--- src/rtl/timer_sched.sv ---
// timer_sched: round-robin shared countdown timer in prescaled tick units; TIMER_SCHED_STATUS_EN adds remaining_out/overrun.
// Latency: req->grant 1 cycle, done 1 cycle after expiry; losing requesters simply hold req until served.
module timer_sched #(
    parameter int NUM_REQ  = 4,
    parameter int DUR_W    = 12,
    parameter int PRESCALE = 10000
) (
    input  logic                       clk_100Mhz,
    input  logic                       reset,
    input  logic                       tick_in,
    input  logic [NUM_REQ-1:0]         req,
    input  logic [NUM_REQ*DUR_W-1:0]   dur,
    output logic [NUM_REQ-1:0]         grant,
    output logic                       busy,
    output logic                       done,
`ifdef TIMER_SCHED_STATUS_EN
    output logic [DUR_W-1:0]           remaining_out,
    output logic                       overrun,
`endif
    output logic [$clog2(NUM_REQ)-1:0] done_id
);
    localparam int ID_W = $clog2(NUM_REQ);
    localparam int PS_W = (PRESCALE > 1) ? $clog2(PRESCALE) : 1;
    localparam logic [PS_W-1:0] PS_LAST = PS_W'(PRESCALE - 1);

    typedef enum logic [1:0] {IDLE, RUN, DONE} state_t;

    state_t             state_q, state_d;
    logic [NUM_REQ-1:0] grant_q, grant_d;
    logic               busy_q, busy_d;
    logic               done_q, done_d;
    logic [ID_W-1:0]    done_id_q, done_id_d;
    logic [ID_W-1:0]    owner_q, owner_d;
    logic [ID_W-1:0]    rr_q, rr_d;
    logic [PS_W-1:0]    ps_q, ps_d;
    logic [DUR_W-1:0]   rem_q, rem_d;

    logic [ID_W-1:0]    win;
    logic               win_vld;
    logic [ID_W:0]      sum;
    logic [DUR_W-1:0]   dur_win;
    logic               expire;

    // Scan downward so the candidate closest to the rr pointer is the last one written.
    always_comb begin
        win     = '0;
        win_vld = 1'b0;
        sum     = '0;
        for (int k = NUM_REQ - 1; k >= 0; k--) begin
            sum = {1'b0, rr_q} + (ID_W+1)'(k);
            if (sum >= (ID_W+1)'(NUM_REQ)) sum = sum - (ID_W+1)'(NUM_REQ);
            if (req[sum[ID_W-1:0]]) begin
                win     = sum[ID_W-1:0];
                win_vld = 1'b1;
            end
        end
    end

    always_comb begin
        dur_win = '0;
        for (int i = 0; i < NUM_REQ; i++) begin
            if (win == ID_W'(i)) dur_win = dur[i*DUR_W +: DUR_W];
        end
    end

    always_comb begin
        state_d   = state_q;
        grant_d   = grant_q;
        busy_d    = busy_q;
        done_d    = 1'b0;
        done_id_d = done_id_q;
        owner_d   = owner_q;
        rr_d      = rr_q;
        ps_d      = ps_q;
        rem_d     = rem_q;
        expire    = 1'b0;
        case (state_q)
            IDLE: begin
                if (win_vld) begin
                    state_d = RUN;
                    grant_d = NUM_REQ'(1) << win;
                    busy_d  = 1'b1;
                    owner_d = win;
                    rem_d   = dur_win;
                    ps_d    = '0;
                    rr_d    = (win == ID_W'(NUM_REQ - 1)) ? '0 : win + ID_W'(1);
                end
            end
            RUN: begin
                // A dropped request wins over a simultaneous expiry: no done for a withdrawn owner.
                if (!req[owner_q]) begin
                    state_d = IDLE;
                    grant_d = '0;
                    busy_d  = 1'b0;
                end else if (rem_q == '0) begin
                    expire = 1'b1;
                end else if (tick_in) begin
                    if (ps_q == PS_LAST) begin
                        ps_d   = '0;
                        rem_d  = rem_q - DUR_W'(1);
                        expire = (rem_q == DUR_W'(1));
                    end else begin
                        ps_d = ps_q + PS_W'(1);
                    end
                end
                if (expire) begin
                    state_d   = DONE;
                    grant_d   = '0;
                    done_d    = 1'b1;
                    done_id_d = owner_q;
                end
            end
            DONE: begin
                state_d = IDLE;
                busy_d  = 1'b0;
            end
            default: state_d = IDLE;
        endcase
    end

    always_ff @(posedge clk_100Mhz) begin
        if (reset) begin
            state_q   <= IDLE;
            grant_q   <= '0;
            busy_q    <= 1'b0;
            done_q    <= 1'b0;
            done_id_q <= '0;
            owner_q   <= '0;
            rr_q      <= '0;
            ps_q      <= '0;
            rem_q     <= '0;
        end else begin
            state_q   <= state_d;
            grant_q   <= grant_d;
            busy_q    <= busy_d;
            done_q    <= done_d;
            done_id_q <= done_id_d;
            owner_q   <= owner_d;
            rr_q      <= rr_d;
            ps_q      <= ps_d;
            rem_q     <= rem_d;
        end
    end

    assign grant   = grant_q;
    assign busy    = busy_q;
    assign done    = done_q;
    assign done_id = done_id_q;

`ifdef TIMER_SCHED_STATUS_EN
    // Losers present at grant time; any still waiting at expiry waited a whole run.
    logic [NUM_REQ-1:0] pend_q;
    logic               ovr_q;

    always_ff @(posedge clk_100Mhz) begin
        if (reset) begin
            pend_q <= '0;
            ovr_q  <= 1'b0;
        end else begin
            if (state_q == IDLE && win_vld) pend_q <= req & ~grant_d;
            if (expire && |(pend_q & req)) ovr_q <= 1'b1;
        end
    end

    assign remaining_out = (state_q == RUN) ? rem_q : '0;
    assign overrun       = ovr_q;
`endif

endmodule

--- config.mk ---
export PLATFORM = sky130hd
export DESIGN_NAME = timer_sched
export DESIGN_NICKNAME = d
export VERILOG_FILES = /design/src/rtl/timer_sched.sv
export SDC_FILE = /design/constraint.sdc
export NUM_CORES = 1
export LEC_CHECK = 0
export BUFFER_PORTS_ARGS = -buffer_cell sky130_fd_sc_hd__clkbuf_2
export CAP_MARGIN = 25
export CORE_AREA = 2 2 79 81
export DETAILED_ROUTE_END_ITERATION = 12
export DIE_AREA = 0 0 81 83
export GPL_TIMING_DRIVEN = 0
export PLACE_DENSITY = 0.77
export SYNTH_ARGS = -nofsm -noshare
export SYNTH_HDL_FRONTEND = slang
export SYNTH_SLANG_ARGS = --single-unit
--- constraint.sdc ---
create_clock -name clk_100Mhz -period 2.5 [get_ports clk_100Mhz]
set_input_delay 0.25 -clock clk_100Mhz [delete_from_list [all_inputs] [get_ports clk_100Mhz]]
set_output_delay 0.25 -clock clk_100Mhz [all_outputs]
set_load 0.005 [all_outputs]
# After elaboration in Yosys (flattened, before gate mapping)
# Index checks and enable logic that the tools add are counted.
[totals] wordCells=113 inputBits=55 regBits=40 out_inout_bits=8
[classes] eq_ne=14 n_addsub=10 n_bitwise=1 n_mux=56 magnitude_cmp=9 n_reduce_logical=13 n_shift=1
[ops] op="12-bit 2-to-1 mux" count=9
[ops] op="14-bit 2-to-1 mux" count=5
[ops] op="14-bit one-hot mux with 2 select lines" count=1
[ops] op="2-bit 2-to-1 mux" count=12
[ops] op="12-bit one-hot mux with 2 select lines" count=1
[ops] op="1-bit 2-to-1 mux" count=17
[ops] op="2-bit by 3-bit < comparator with 1-bit output, second input constant" count=5
[ops] op="14-bit by 1-bit adder with 14-bit output, second input constant" count=1
[ops] op="14-bit equality test, second input constant" count=1
[ops] op="12-bit by 1-bit equality test with 1-bit output, second input constant" count=1
[ops] op="12-bit zero test" count=1
[ops] op="4-bit 2-to-1 mux" count=3
[ops] op="2-bit inequality test, second input constant" count=6
[ops] op="12-bit by 1-bit subtractor with 12-bit output, second input constant" count=1
[ops] op="1-bit binary-select mux with 2-bit select" count=5
[ops] op="3-bit greater-or-equal comparator, second input constant" count=3
[ops] op="4-bit one-hot mux with 2 select lines" count=1
[ops] op="2-bit by 1-bit subtractor with 2-bit output, second input constant" count=4
[ops] op="2-bit by 2-bit adder with 3-bit output, second input constant" count=2
[ops] op="2-bit equality test, second input constant" count=3
[ops] op="2-bit AND reduction" count=3
[ops] op="3-bit AND reduction" count=2
[ops] op="6-bit AND reduction" count=1
[ops] op="5-bit AND reduction" count=1
[ops] op="13 further kinds" count=15

# Depth between registers and ports, before layout
[logic_depth] word_depth=16 mapped_depth=11

# Least setup slack after synthesis
# No wires, ideal clock.
[synth_timing] kind="reg2reg" from="register rr_q[0]" to="register rem_q[1]" period_less_slack_ps=2663 t_arrival_ps=2542 slack_ps=-163 stages_incl_launch_ff=12 n_path_buf=1 required_ps=2379 path_cell_list="dfxtp_1 -> inv_1 -> a22o_1 -> a221oi_1 -> inv_1 -> ha_1 -> nor2b_1 -> clkbuf_1 -> a221o_1 -> a221oi_1 -> a211oi_1 -> mux2_2"
[synth_between] elab_chain_cells=16
[synth_lines] item="start, declared" line="34" source="logic [ID_W-1:0] rr_q, rr_d;"
[synth_lines] item="start signal, assigned" line="139" source="rr_q <= rr_d;"
[synth_lines] item="2-bit by 2-bit adder with 3-bit output" line="50" source="sum = {1'b0, rr_q} + (ID_W+1)'(k);"
[synth_lines] item="3-bit greater-or-equal comparator / 2-bit by 1-bit subtractor with 2-bit output (equally long branches)" line="51" source="if (sum >= (ID_W+1)'(NUM_REQ)) sum = sum - (ID_W+1)'(NUM_REQ);"
[synth_lines] item="2-bit 2-to-1 mux" line="51"
[synth_lines] item="1-bit binary-select mux with 2-bit select" line="52" source="if (req[sum[ID_W-1:0]]) begin"
[synth_lines] item="1-bit 2-to-1 mux (implied by the code)" line="52"
[synth_lines] item="2-bit 2-to-1 mux (3 in series)" line="52"
[synth_lines] item="2-bit 2-to-1 mux *" line="52"
[synth_lines] item="via win[0]" line="38" source="logic [ID_W-1:0] win;"
[synth_lines] item="2-bit zero test" line="62" source="if (win == ID_W'(i)) dur_win = dur[i*DUR_W +: DUR_W];"
[synth_lines] item="12-bit 2-to-1 mux (3 in series)" line="62"
[synth_lines] item="12-bit 2-to-1 mux *" line="62"
[synth_lines] item="12-bit 2-to-1 mux *" line="79" source="if (win_vld) begin"
[synth_lines] item="12-bit one-hot mux with 2 select lines *" line="77" source="case (state_q)"
[synth_lines] item="end signal, assigned" line="141" source="rem_q <= rem_d;"
[synth_lines] item="end, declared" line="36" source="logic [DUR_W-1:0] rem_q, rem_d;"
# Mark *: on every way through the listed nets, which the timed path passes. The rest lies on a longest branch. The select of a mux whose other input is x is not followed.
# A chain may end at the register's enable or synchronous reset.

# Worst setup path in the final report
# Ends and elaborated chain as after synthesis.

==> impl_results.md <==
* Status: complete, but fails checks
* Violated checks: negative setup slack
* Avg Inst Size Synth at around 8 sq um
* Layout cells sized above 1 at 27.27%
* Worst Skew at 6.640 ps
* Part of the Yosys area used for sequential elements at 27.74%
* Slew @ Worst Pin at 625.7 ps
* Detailed Place HPWL at 6424 um
* Complex-gate fraction of the synthesized area at 34.50%
* Pleak at 1.358 nW
* Die area at between 6000 and 7000 sq um
* Reg clk slew, reported paths at 80 ps
* Slew margin rel. at between 50% and 60%
* FFs w/ async S/R, synth at 0%
* Cts bufs inserted at 5
* Clock Path Buffers at 2
* Worst skew pair latency at 310 ps
* Sequential cell area at around 800 sq um
* Xor and xnor area share after synthesis at 0%
* Root Buffer: clkbuf_8
* CP Capture Type: flop
* Number of flops mapped to enable cells by yosys at 0
* First-pass GRT wire length at approximately 14000 um
* Mapped Cells at between 300 and 400
* Max IR drop VDD at 0.0007902 V
* Core ar. at 5816 sq um
* # diodes at 0
* Area taken by multi-input logic gates at between 1500 and 2000 sq um
* GR Layer Usage met1 at a little over a third
* Largest net degree at the start of global routing at 13
* Commonest non-fill, non-tap cell in the layout: clkbuf_2
* Residual DRC at 0
* Maxcap violations at 0
* Setup TNS at -15.71 ps
* Adder-Cell Fraction of Synth Area at roughly 4.8%
* Initial Utilization at between 40% and 50%
* CTS tree: built
* Grt ovf at 0
* Synth-to-Final Area Change at 22.32%
* Final net count at 505
* DR pass1 iterations at 5
* DR WL/cell at 17.43 um
* Worst Path Max Fanout at 5
* Power Density at 1136 nW/um^2
* Met3 Usage GRT at 4.130%
* Initial antenna violation count at 0
* H-tree Lvls at 2
* Critical path type: flop to flop
* Finished Cell Area at 3531 sq um
* Mux cell area share after synthesis at 1.084%
* Simple-gate share of the synthesized area at 24.58%
* Yosys reg bits at 40
* Core Rows at 28
* I/O pins at 63
* RSZ-0062 raised after global routing: true
* Crit share post-route at 100.6%
* Routed Antenna Nets at 0
* GPL Wtd Cong at 0.8948
* CP required at 2700 ps
* Total Power at ~0.0040 W
* Startpoint Class: flop
* Largest family of logic cells by synthesized area: compound AO/OA/AOI/OAI gates
* Hold Path Class: input port to flop
* Final wirelength at 8976 um
* Cell Area, Synth at 2887 sq um
* Setup WS post-layout at -15.71 ps
* Port-buffer cells at 62
* Final-report hold violation count at 0
* GR peak layer: met2
* Main flop type after synthesis: dfxtp_1
* Syn_nets at 434
* Worst Path Arrival at approximately 2700 ps
* Clk sinks at 40
* Yosys cell types at 62
* Die width at 81 um
* GRT Total Usage at 26.59%
* DP Area at 3308 sq um
* YS warnings at 0
* Die Y at ~83 um
* Highest-count cells in the layout ignoring fill and taps: clkbuf_2 (66), nand2_1 (38), dfxtp_1 (38)
* DR iter-0 viols at 204
* Vias in the first global route at 3036
* Via density at 6.365
* Fillers at 540
* Met2 usage at 43.05%
* Tmin final at 2516 ps
* DR vias at 3278
* Final Util at ~61%
* Fmax at 397.5 MHz
* Final setup violation count at 1
* Pins Over Slew Limit at 0
## power breakdown
| group | total (W) | internal, W | leakage (nW) | switching [W] |
|---|---|---|---|---|
| clock | 0.000468 | 0.000221 | 0.0510 | 0.000248 |
| combinational | 0.00266 | 0.00101 | 0.981 | 0.00166 |
| sequential | 0.000879 | 0.000765 | 0.326 | 0.000115 |
## sequential cells by signal, indices dropped and copies added, names as in the netlist
name     flops
ps_q        14
rem_q       12
grant        4
done_id      2
owner_q      2
rr_q         2
state_q      2
busy         1
done         1
## worst max-delay path: stages (launching register included)
cell,delay (ps)
dfxtp_2,340
inv_2,40
a22o_1,230
a221oi_4,350
inv_2,100
ha_4,170
nor2b_4,140
buf_8,120
a221o_1,300
a221oi_2,250
a211oi_1,80
mux2_4,290
## synthesized netlist by cell type, types with 10 or more instances
cell type	instances	area, sq um
nor3_1	14	70.07
clkbuf_1	19	71.32
inv_1	25	93.84
a21oi_1	33	165.2
o32ai_1	11	96.34
nor2b_1	10	62.56
ha_1	11	137.6
a221oi_1	12	105.1
nor2_1	11	41.29
nand2_1	38	142.6
dfxtp_1	40	800.8
a211oi_1	10	75.07
o21ai_0	18	90.09
## area by class of cell
cell class	instances	area share, %
clock inverter	2	0.2835
sequential	40	22.75
tap	75	2.658
multi-input combinational	276	55.78
timing repair buffer	66	9.745
inverter	26	2.764
buffer	24	3.685
clock buffer	6	2.339
## final timing paths
kind                                            start                    end  slack (ps)  depth (start not counted)
worst max-delay path             rr_q[0]$_SDFFE_PP0P_  rem_q[1]$_SDFFE_PP0P_         -20                         11
worst min-delay path                          dur[39]  rem_q[3]$_SDFFE_PP0P_         340                          5
worst max register to register   rr_q[0]$_SDFFE_PP0P_  rem_q[1]$_SDFFE_PP0P_         -20                         11
worst min register to register  grant[2]$_SDFFE_PP0P_  grant[2]$_SDFFE_PP0P_         470                          2
## stage by stage
stage	worst slack, ps	std cells	hold slack [ps]
detailed placement	-346.1	505	453.1
finish	-15.71	515	339.5
global placement	-258.9	505	455.6
floorplan	24.18	368	452.5
CTS	-119.0	514	334.5
global route	-124.7	515	406.4
## layer usage
metal	vias up	wire length, um
met3	29	628
met5	-	0
met2	166	4262
met4	0	256
met1	1518	3829
li1	1565	-
## cell families (layout without fill, tap and decap cells)
group,after synthesis,after routing
buf+inv,52,124
mux,3,3
compound gates,136,136
flops,40,40
simple gates,126,126
fa+ha+maj,11,11
## repair_timing
| action | CTS | global route |
|---|---|---|
| buffers inserted | 1 | 2 |
| resized for setup | 14 | 22 |
| hold buffers | 0 | 0 |
| pin swaps | 5 | 5 |
| hold endpoints to repair | 0 | 0 |
| endpoints found under the setup margin | 12 | 19 |
| gates cloned | 1 | 0 |
Note: power is estimated with default switching activity, not from simulation.
